$ cat src/rtl/div_unit.sv
// Iterative 32-bit restoring divider (DIV/DIVU): 32 CALC cycles, then a one-cycle DONE with ready pulse.
// Optional macro DIV_ZERO_FAST_EN adds a ZERO state that resolves a zero divisor in two cycles.
module div_unit (
  input  logic        clk,
  input  logic        rst,
  input  logic        div_start,
  input  logic        div_signed,
  input  logic [31:0] div_opr1,
  input  logic [31:0] div_opr2,
  input  logic        div_cancel,
  output logic        div_busy,
  output logic        div_ready,
  output logic [31:0] div_quo,
  output logic [31:0] div_rem,
  output logic [1:0]  div_dbg_state
);

`ifdef DIV_ZERO_FAST_EN
  typedef enum logic [1:0] {S_IDLE = 2'd0, S_CALC = 2'd1, S_DONE = 2'd2, S_ZERO = 2'd3} state_t;
`else
  typedef enum logic [1:0] {S_IDLE = 2'd0, S_CALC = 2'd1, S_DONE = 2'd2} state_t;
`endif

  state_t      r_state;
  logic [4:0]  r_cnt;
  logic [31:0] r_dvd;
  logic [31:0] r_dvs;
  logic [31:0] r_rem;
  logic [31:0] r_quo;
  logic        r_qsign;
  logic        r_rsign;

  logic [31:0] w_a_mag;
  logic [31:0] w_b_mag;
  logic [32:0] w_partial;
  logic [32:0] w_trial;
  logic        w_qbit;
  logic [31:0] w_rem_next;
  logic [31:0] w_quo_next;

  // 0x80000000 negates to itself and is then read as unsigned 2^31.
  assign w_a_mag = (div_signed & div_opr1[31]) ? (32'd0 - div_opr1) : div_opr1;
  assign w_b_mag = (div_signed & div_opr2[31]) ? (32'd0 - div_opr2) : div_opr2;

  // rem < |b| keeps the trial result below 2^32, so bit 32 is a clean borrow flag.
  assign w_partial  = {r_rem, r_dvd[31]};
  assign w_trial    = w_partial - {1'b0, r_dvs};
  assign w_qbit     = ~w_trial[32];
  assign w_rem_next = w_qbit ? w_trial[31:0] : w_partial[31:0];
  assign w_quo_next = {r_quo[30:0], w_qbit};

  assign div_dbg_state = r_state;

  always_ff @(posedge clk) begin
    if (rst) begin
      r_state   <= S_IDLE;
      r_cnt     <= 5'd0;
      r_dvd     <= 32'd0;
      r_dvs     <= 32'd0;
      r_rem     <= 32'd0;
      r_quo     <= 32'd0;
      r_qsign   <= 1'b0;
      r_rsign   <= 1'b0;
      div_busy  <= 1'b0;
      div_ready <= 1'b0;
      div_quo   <= 32'd0;
      div_rem   <= 32'd0;
    end else if (div_cancel) begin
      r_state   <= S_IDLE;
      div_busy  <= 1'b0;
      div_ready <= 1'b0;
    end else begin
      case (r_state)
        S_IDLE: begin
          div_ready <= 1'b0;
          if (div_start) begin
            r_dvd    <= w_a_mag;
            r_dvs    <= w_b_mag;
            r_rem    <= 32'd0;
            r_quo    <= 32'd0;
            r_cnt    <= 5'd0;
            r_qsign  <= div_signed & (div_opr1[31] ^ div_opr2[31]);
            r_rsign  <= div_signed & div_opr1[31];
            div_busy <= 1'b1;
`ifdef DIV_ZERO_FAST_EN
            r_state  <= (div_opr2 == 32'd0) ? S_ZERO : S_CALC;
`else
            r_state  <= S_CALC;
`endif
          end
        end
        S_CALC: begin
          r_rem <= w_rem_next;
          r_quo <= w_quo_next;
          r_dvd <= {r_dvd[30:0], 1'b0};
          r_cnt <= r_cnt + 5'd1;
          if (r_cnt == 5'd31) begin
            r_state   <= S_DONE;
            div_ready <= 1'b1;
            div_quo   <= r_qsign ? (32'd0 - w_quo_next) : w_quo_next;
            div_rem   <= r_rsign ? (32'd0 - w_rem_next) : w_rem_next;
          end
        end
`ifdef DIV_ZERO_FAST_EN
        S_ZERO: begin
          // Same values the full algorithm yields for a zero divisor: |q| = all ones, |r| = |a|.
          r_state   <= S_DONE;
          div_ready <= 1'b1;
          div_quo   <= r_qsign ? 32'h0000_0001 : 32'hFFFF_FFFF;
          div_rem   <= r_rsign ? (32'd0 - r_dvd) : r_dvd;
        end
`endif
        S_DONE: begin
          r_state   <= S_IDLE;
          div_busy  <= 1'b0;
          div_ready <= 1'b0;
        end
        default: begin
          r_state   <= S_IDLE;
          div_busy  <= 1'b0;
          div_ready <= 1'b0;
        end
      endcase
    end
  end

endmodule

$ cat config.mk
export PLATFORM = sky130hd
export DESIGN_NAME = div_unit
export DESIGN_NICKNAME = d
export VERILOG_FILES = /design/src/rtl/div_unit.sv
export SDC_FILE = /design/constraint.sdc
export NUM_CORES = 1
export LEC_CHECK = 0
export ABC_AREA = 1
export BUFFER_PORTS_ARGS = -buffer_cell sky130_fd_sc_hd__buf_2
export CAP_MARGIN = 30
export CORE_ASPECT_RATIO = 0.75
export CORE_MARGIN = 3
export CORE_UTILIZATION = 45
export DETAILED_ROUTE_END_ITERATION = 16
export GPL_ROUTABILITY_DRIVEN = 0
export GPL_TIMING_DRIVEN = 0
export PLACE_DENSITY_LB_ADDON = 0.2
export SLEW_MARGIN = 20
export SYNTH_ARGS = -nofsm -noshare
export SYNTH_HDL_FRONTEND = slang
export SYNTH_SLANG_ARGS = --single-unit
$ cat constraint.sdc
create_clock -name clk -period 4.2 [get_ports clk]
set_clock_uncertainty 0.1 [all_clocks]
set_input_delay 0.63 -clock clk [delete_from_list [all_inputs] [get_ports clk]]
set_output_delay 0.63 -clock clk [all_outputs]
set_load 0.01 [all_outputs]
# Word-level counts from Yosys, hierarchy flattened
# Cells that the tools add are included.
# totals
wordCells	55
ff_bits	202
# classes
n_eq_ne	4
addsub	6
reduce_logical	9
bitwise	7
mux	17
# op_table
cell	n
32-bit 2-to-1 mux	7
32-bit one-hot mux with 2 select lines	2
1-bit by 32-bit subtractor with 32-bit output, first input constant	4
31-bit one-hot mux with 2 select lines	1
33-bit by 32-bit subtractor with 33-bit output	1
5-bit one-hot mux with 2 select lines	1
3-bit AND reduction	3
5-bit by 1-bit adder with 5-bit output, second input constant	1
5-bit == test, second input constant	1
5-bit 2-to-1 mux	1
2-bit 2-to-1 mux	2
2-bit inequality test, second input constant	2
2-bit one-hot mux with 2 select lines	1
2-bit AND reduction	2
1-bit bitwise AND	3
1-bit NOT	3
3-bit OR reduction	1
2-bit by 1-bit == test with 1-bit output, second input constant	1
2-bit zero test	1
1-bit one-hot mux with 2 select lines	1
2-bit nonzero test	1
2-bit OR reduction	1
1-bit 2-to-1 mux	1
1-bit XOR	1

# Depth between registers and ports, before layout
# Gate-level depths: netlist of the first run.
# depth
depth_word	4
ltp_mapped	30
mapped_depth_nobuf	29

# Least setup slack after synthesis of the first run
# Ideal clock, no wire load.
# synth_path
path_type	reg-to-reg
from	register r_dvd[31]
to	register div_quo[30]
t_arrival_ns	3.922
path_buffers	1
setup_slack_ns	0.063
setup_ns	0.115
stages_incl_launch_ff	31
path_cell_list	dfxtp_1 > inv_1 > ha_1 > fa_1 > inv_1 > nand2_1 > nand2_1 > nand3_1 > nand2_2 > nand2_2 > nand2_4 > nand2_4 > nand2_4 > nand2_4 > nand2_4 > buf_2 > ha_1 > nand3_1 > nor2_1 > nand2_1 > nor3_1 > nand3_1 > nor2_1 > nand3_1 > nor3_1 > a21oi_1 > nor2_1 > o21ai_0 > xor2_1 > o21ai_0 > inv_1
# synth_between
elab_chain_cells	4
# synth_lines
item	line	rtl
start: declaration	26	logic [31:0] r_dvd;
start signal: assignment	77	r_dvd <= w_a_mag;
start signal: assignment	95	r_dvd <= {r_dvd[30:0], 1'b0};
33-bit by 32-bit subtractor with 33-bit output	47	assign w_trial = w_partial - {1'b0, r_dvs};
1-bit NOT	48	assign w_qbit = ~w_trial[32];
1-bit by 32-bit subtractor with 32-bit output	100	div_quo <= r_qsign ? (32'd0 - w_quo_next) : w_quo_next;
32-bit 2-to-1 mux	100	
end signal: assignment	100	
end: declaration	13	output logic [31:0] div_quo,
# No other way between the ends.
# A chain may end at the register's enable or synchronous reset.

# Worst setup path after layout of the first run
# Ends and elaborated chain as after synthesis.

==> flow_summary.json, run 1 <==
{
  "status": "complete, no violations",
  "final_util": 0.5367,
  "reg2reg_slack_ns": 0.29,
  "hold_path.class": "input port to flop",
  "slowest_delay_ns": 0.35,
  "vias_per_cell": 5.376,
  "die_w_um": 208.6,
  "synthesis.area_um2": 13860,
  "synth-edff-count": 0,
  "clkTransAtPathRegs_ns": 0.06,
  "grt_setup_unrepaired": "false",
  "synth_top_area_frac": 0.2918,
  "hpwl_mm": 36.94,
  "pin_count": 137,
  "initial_core_util": 0.4661,
  "cp.required_ns": 4.51,
  "first_pass_iters": 5,
  "power_frac_seq": 0.387,
  "r2r_start": "r_dvd[31]",
  "cts_buffer_depth": 3,
  "synthFlopType": "dfxtp_1",
  "start_kind": "flop",
  "ctsHoldBuffers": 0,
  "grt_pass1_wl_mm": 72.34,
  "dieArea_um2": 32960,
  "drt_iter0_markers": 1151,
  "clock_latency_ns": 0.52,
  "slew_headroom": 0.4013,
  "placed_cells": 2726,
  "min_period_ns": 3.905,
  "cts_tree": "yes",
  "p_sw_frac": 0.3162,
  "wl_per_cell_um": 16.77,
  "synthXorXnorAreaFrac": 0.04677,
  "stdcell_count": 2770,
  "irDropWorstVdd_v": 0.0002561,
  "synthMostInstantiatedCell": "nand2_1",
  "yosysSeqAreaShare": 0.2918,
  "power.total_mw": 5.247,
  "min_from": "div_opr2[0]",
  "synth-simple-area-share": 0.3329,
  "cap_violations": 0,
  "synthAdderAreaFrac": 0.03576,
  "synth_mux_area_frac": 0,
  "fin_nets": 2470,
  "hold_depth": 3,
  "slowest_stage": "fa_2",
  "switchingPower_mw": 1.659,
  "p_int_mw": 3.588,
  "avgSynthCellArea_um2": 6.302,
  "synth_nets": 2307,
  "synth_compound_area_frac": 0.1763,
  "antenna_found_initial": 1,
  "n_antenna_cell": 0,
  "clockRootBuffer": "clkbuf_16",
  "synthTopCellsByCount": "549 x nand2_1, 312 x inv_1, 255 x nor2_1, 202 x dfxtp_1, 144 x a21oi_1",
  "ys_async_sr_fraction": 0,
  "ys_ff_latch": 202,
  "yosys.area.top_type": "dfxtp_1",
  "p_leak_nw": 7.941,
  "fin_crit_sh": 0.9298,
  "grt-ovfl-total": 0,
  "crit_path_end_kind": "flop",
  "cts_num_sinks": 202,
  "cts_made_buffers": 22,
  "power.density_nw_per_um2": 328.9,
  "io_buffers": 135,
  "clock_power_share": 0.394,
  "h-tree-depth": 1,
  "cp_max_fo": 4,
  "rows": 54,
  "yosysWarningCount": 0,
  "r2r.worst_path.cells": 29,
  "setup_viol": 0,
  "die_h_um": 158.0,
  "hold_path_end": "r_dvs[0]",
  "grt_pass1_vias": 13360,
  "power_frac_comb": 0.219,
  "cp_common_cell": "nand2_4",
  "crit_type": "flop to flop",
  "drv_slew": 0,
  "fin_tns_setup_ns": 0,
  "grt_max_degree": 18,
  "hold_slack_ns": 0.2958,
  "yosys-top-cells-area": "dfxtp_1 29%, nand2_1 15%, inv_1 8.5%",
  "worstReg2RegEnd": "div_quo[30]",
  "cp_num_cells": 29,
  "drc": 0,
  "ant_nets": 0,
  "drive_gt1_frac": 0.1253,
  "num_vias": 14890,
  "synth.distinct_cells": 58,
  "crit_family": "simple AND/OR/NAND/NOR gates",
  "worst-slew-pin-transition_ns": 0.8887,
  "fmax_ghz": 0.2561,
  "hold_violations": 0,
  "cp_num_buf_inv": 3,
  "syn_inst": 2199,
  "area_growth_pct": 15.13,
  "grt.total_usage": 0.2718,
  "core_area_um2": 29730,
  "arrival_ns": 4.21,
  "routed_wl_mm": 46.45,
  "synth_top_family_by_area": "simple AND/OR/NAND/NOR gates"
}
power groups by stage:
stage / Sequential [mW] / Clock (mW) / Combinational (mW)
4_1_cts: 2.03 / 2.10 / 1.11
6_report: 2.03 / 2.07 / 1.15
5_1_grt: 2.03 / 2.17 / 1.28
3_3_place_gp: 2.06 / 0 / 1.08
3_5_place_dp: 2.07 / 0 / 1.10
2_1_floorplan: 2.05 / 0 / 0.789
cells in the final DEF, fill, tap and decap left out, types with 6 or more instances in the layout:
master and instances:
inv_2 10, buf_1 13, clkbuf_16 23, inv_1 311, dfxtp_1 201, nand4_1 13, nor3_1 27, nand2_2 39
nand2_1 548, nor4_1 6, o21ai_0 115, o211ai_1 13, nand2_4 11, ha_1 36, nor2_2 11, nor2_1 252
buf_4 7, xnor2_1 23, nand3_1 106, clkbuf_1 70, nand3b_1 14, buf_2 138, xor2_1 51, nor2_4 8
a21oi_1 143, o21ai_1 15, o221ai_1 10, o21bai_1 9, a31oi_1 25, o32ai_1 28, a211oi_1 25
timing repair:
| action | 4_1_cts | 5_1_grt |
|---|---|---|
| buffers inserted | 4 | 1 |
| pin swaps | 7 | 8 |
| cloned | 0 | 0 |
| setup endpoints to repair | 6 | 6 |
| gates resized for setup | 13 | 17 |
state kept, by name (all words and copies together), names as in the netlist:
signal and flops:
r_dvs 32, div_rem 32, r_qsign 1, div_quo 32
div_ready 1, r_quo 31, div_busy 1, r_dvd 32
div_dbg_state 2, r_rem 32, r_cnt 5, r_rsign 1
tightest hold or removal path, cell delays in order:
cell     delay, ns
buf_2         0.10
inv_1         0.07
a21oi_1       0.06
through the flow:
stage | setup slack [ns] | instance area [µm²]
final | 0.2949 | 15950
after global routing | 0.0004494 | 15950
after CTS | 0.002644 | 15870
after detailed placement | -0.7575 | 15020
after global placement | -0.7433 | 15020
after floorplan | 0.06292 | 13860
metal layers:
metal,vias to the layer above,part of all wire,GRT usage
met4,2,0.016,0.04716
met2,676,0.40,0.3944
li1,7413,-,-
met1,6742,0.47,0.4117
met5,-,0.00017,0
met3,58,0.12,0.06557
cells by family (layout without fill, tap and decap cells):
group	after synthesis	in the layout
simple gates	1059	1059
buf+inv	415	594
compound gates	410	410
flops	202	202
xor+xnor	74	74
fa+ha+maj	39	39
area by class of cell:
cell class / count / area [µm²]
Tap cell: 392 / 490.5
Inverter: 325 / 1220
Buffer: 89 / 387.9
Clock inverter: 11 / 142.6
Multi-Input combinational cell: 1582 / 8327
Clock buffer: 29 / 628.1
Timing Repair Buffer: 140 / 713.2
Fill cell: 3035 / 13770
Sequential cell: 202 / 4045
how the worst max path moves through the flow:
stage	start	endpoint	slack [ns]
2_1_floorplan	r_dvd[31]	div_quo[30]	0.06
3_3_place_gp	r_dvd[31]	div_quo[30]	-0.74
3_5_place_dp	r_dvd[31]	div_quo[30]	-0.76
4_1_cts	r_dvd[31]	div_quo[30]	0.003
5_1_grt	r_dvd[31]	div_quo[28]	0.0004
6_report	r_dvd[31]	div_quo[30]	0.29
(Power assumes the default switching activity.)
==> run 2: changes to the inputs <==
Settings changed: CTS_BUF_LIST set to sky130_fd_sc_hd__clkbuf_4, REMOVE_ABC_BUFFERS set to 1.
==> flow_summary.json, run 2 (synthesis gave the netlist of run 1 again) <==
{
  "status": "complete, no violations",
  "grt_max_degree": 72,
  "power_frac_seq": 0.402,
  "crit_family": "simple AND/OR/NAND/NOR gates",
  "grt_pass1_wl_mm": 65.44,
  "clockRootBuffer": "clkbuf_4",
  "slowest_delay_ns": 0.35,
  "setup_viol": 0,
  "power.density_nw_per_um2": 317.2,
  "crit_type": "flop to flop",
  "ant_nets": 0,
  "vias_per_cell": 5.224,
  "clock_power_share": 0.370,
  "cts_buffer_depth": 3,
  "fmax_ghz": 0.2567,
  "grt_pass1_vias": 13130,
  "reg2reg_slack_ns": 0.30,
  "grt_use_met1": 0.3401,
  "hpwl_mm": 29.92,
  "die_w_um": 208.6,
  "p_leak_nw": 8.004,
  "p_sw_frac": 0.3376,
  "drv_slew": 0,
  "rows": 54,
  "routed_wl_mm": 40.78,
  "seqCellArea_um2": 4046,
  "final_area_um2": 15930,
  "antenna_found_initial": 1,
  "cts_tree": "yes",
  "slowest_stage": "ha_1",
  "initial_core_util": 0.4661,
  "clkTransAtPathRegs_ns": 0.08,
  "fin_crit_sh": 0.9277,
  "cp.required_ns": 4.68,
  "fin_nets": 2437,
  "grt_use_met2": 0.3685,
  "drive_gt1_frac": 0.1572,
  "die_h_um": 158.0,
  "dieArea_um2": 32960,
  "slew_headroom": 0.3885,
  "cp_common_cell": "nand2_1",
  "hold_violations": 0,
  "first_pass_iters": 6,
  "area_growth_pct": 14.98,
  "met3_usage": 0.05131,
  "busiest_layer": "met2",
  "placed_cells": 2649,
  "crit_path_end_kind": "flop",
  "grt.total_usage": 0.2399,
  "cap_violations": 0,
  "place_area_um2": 14960,
  "hold_slack_ns": 0.1125,
  "p_int_mw": 3.347,
  "crit_path_cell_trace": "inv_1 -> ha_1 -> a21oi_1 -> nand2_1 -> nand2_1 -> nand2_1 -> a21oi_4 -> nand3_4 -> nand2_8 -> ha_4 -> nand3_4 -> nor2_4 -> nand2_2 -> nor3_4 -> nand3_2 -> nor2_4 -> nand3_4 -> nor3_4 -> a21oi_2 -> nor2_2 -> nand2_1 -> xor2_1 -> o21ai_1 -> inv_1",
  "fillers": 3057,
  "power_frac_comb": 0.228,
  "arrival_ns": 4.38,
  "cts_num_sinks": 202,
  "pin_count": 137,
  "clock_latency_ns": 0.72,
  "irDropWorstVdd_v": 0.0001782,
  "grt_setup_unrepaired": "false",
  "num_vias": 14420,
  "io_buffers": 136,
  "switchingPower_mw": 1.706,
  "h-tree-depth": 2,
  "multiInputGateArea_um2": 8391,
  "start_kind": "flop",
  "final_cell_mix": "546 x nand2_1, 309 x inv_1, 248 x nor2_1",
  "cp_max_fo": 5,
  "wl_per_cell_um": 14.78,
  "stdcell_count": 2760,
  "layout_commonest_cell": "nand2_1",
  "cts_made_buffers": 55,
  "hold_path.class": "input port to flop",
  "grt-ovfl-total": 0,
  "core_area_um2": 29730,
  "drc": 0,
  "drt_iter0_markers": 1128,
  "min_period_ns": 3.896,
  "cp_num_buf_inv": 2,
  "worst-slew-pin-transition_ns": 0.9161
}
-- run 2: cell count changes in the layout (fill, tap and decap cells not counted), sizes merged --
| cell | delta |
|---|---|
| nand2 | +1 |
| diode | +1 |
| clkinv | +6 |
| clkinvlp | -2 |
| clkbuf | -18 |
| inv | +3 |
| bufinv | -1 |
-- run 2: stage by stage --
stage,worst slack [ns],TNS (ns),total power [mW],utilization
CTS,0.003961,0,5.064,0.5317
detailed placement,-0.8683,-2.948,3.149,0.5031
global placement,-9.404,-938.12,3.113,0.4923
floorplan,-3.914,-292.37,2.812,-
finish,0.3039,0,5.053,0.5359
global route,0.003513,0,5.356,0.5359
-- run 2: timing repair --
| item | CTS | global route |
|---|---|---|
| gates resized for setup | 22 | 10 |
| endpoints found under the setup margin | 6 | 7 |
| pin swaps | 8 | 12 |
| setup buffers | 5 | 9 |
| hold buffers | 0 | 0 |
| gates cloned | 1 | 0 |
-- run 2: area by class of cell --
| type | instances | area share |
|---|---|---|
| clock inverters | 17 | 0.008167 |
| clock buffers | 78 | 0.03675 |
| multi-input cells | 1583 | 0.5266 |
| inverters | 325 | 0.07672 |
| diodes | 1 | 0.0001571 |
| repair buffers | 162 | 0.06683 |
| well taps | 392 | 0.03078 |
| flip-flops and latches | 202 | 0.2540 |
-- run 2: tightest hold or removal path: stages --
cell     delay, ns
buf_2         0.11
inv_1         0.07
a21oi_1       0.06
-- run 2: worst paths after layout --
| kind | from | endpoint | cells past startpoint |
|---|---|---|---|
| setup / recovery | r_dvs[27] | div_quo[28] | 24 |
| hold / removal | div_opr2[0] | r_dvs[0] | 3 |
| setup reg to reg | r_dvs[27] | div_quo[28] | 24 |
| hold reg to reg | r_dvd[27] | r_dvd[27] | 2 |
-- run 2: routing by layer --
layer  vias up  part of all wire  wire length, µm
met5         -                 0                0
met4         0             0.022              907
met3        72             0.079             3233
met2       464              0.42            17120
met1      6491              0.48            19520
li1       7390                 -                -
-- run 2: power groups by stage --
stage | clock network, mW | logic (mW) | registers [mW]
2_1_floorplan | 0 | 0.753 | 2.06
3_3_place_gp | 0 | 1.04 | 2.07
3_5_place_dp | 0 | 1.08 | 2.07
4_1_cts | 1.93 | 1.10 | 2.03
5_1_grt | 2.03 | 1.29 | 2.04
6_report | 1.87 | 1.15 | 2.03
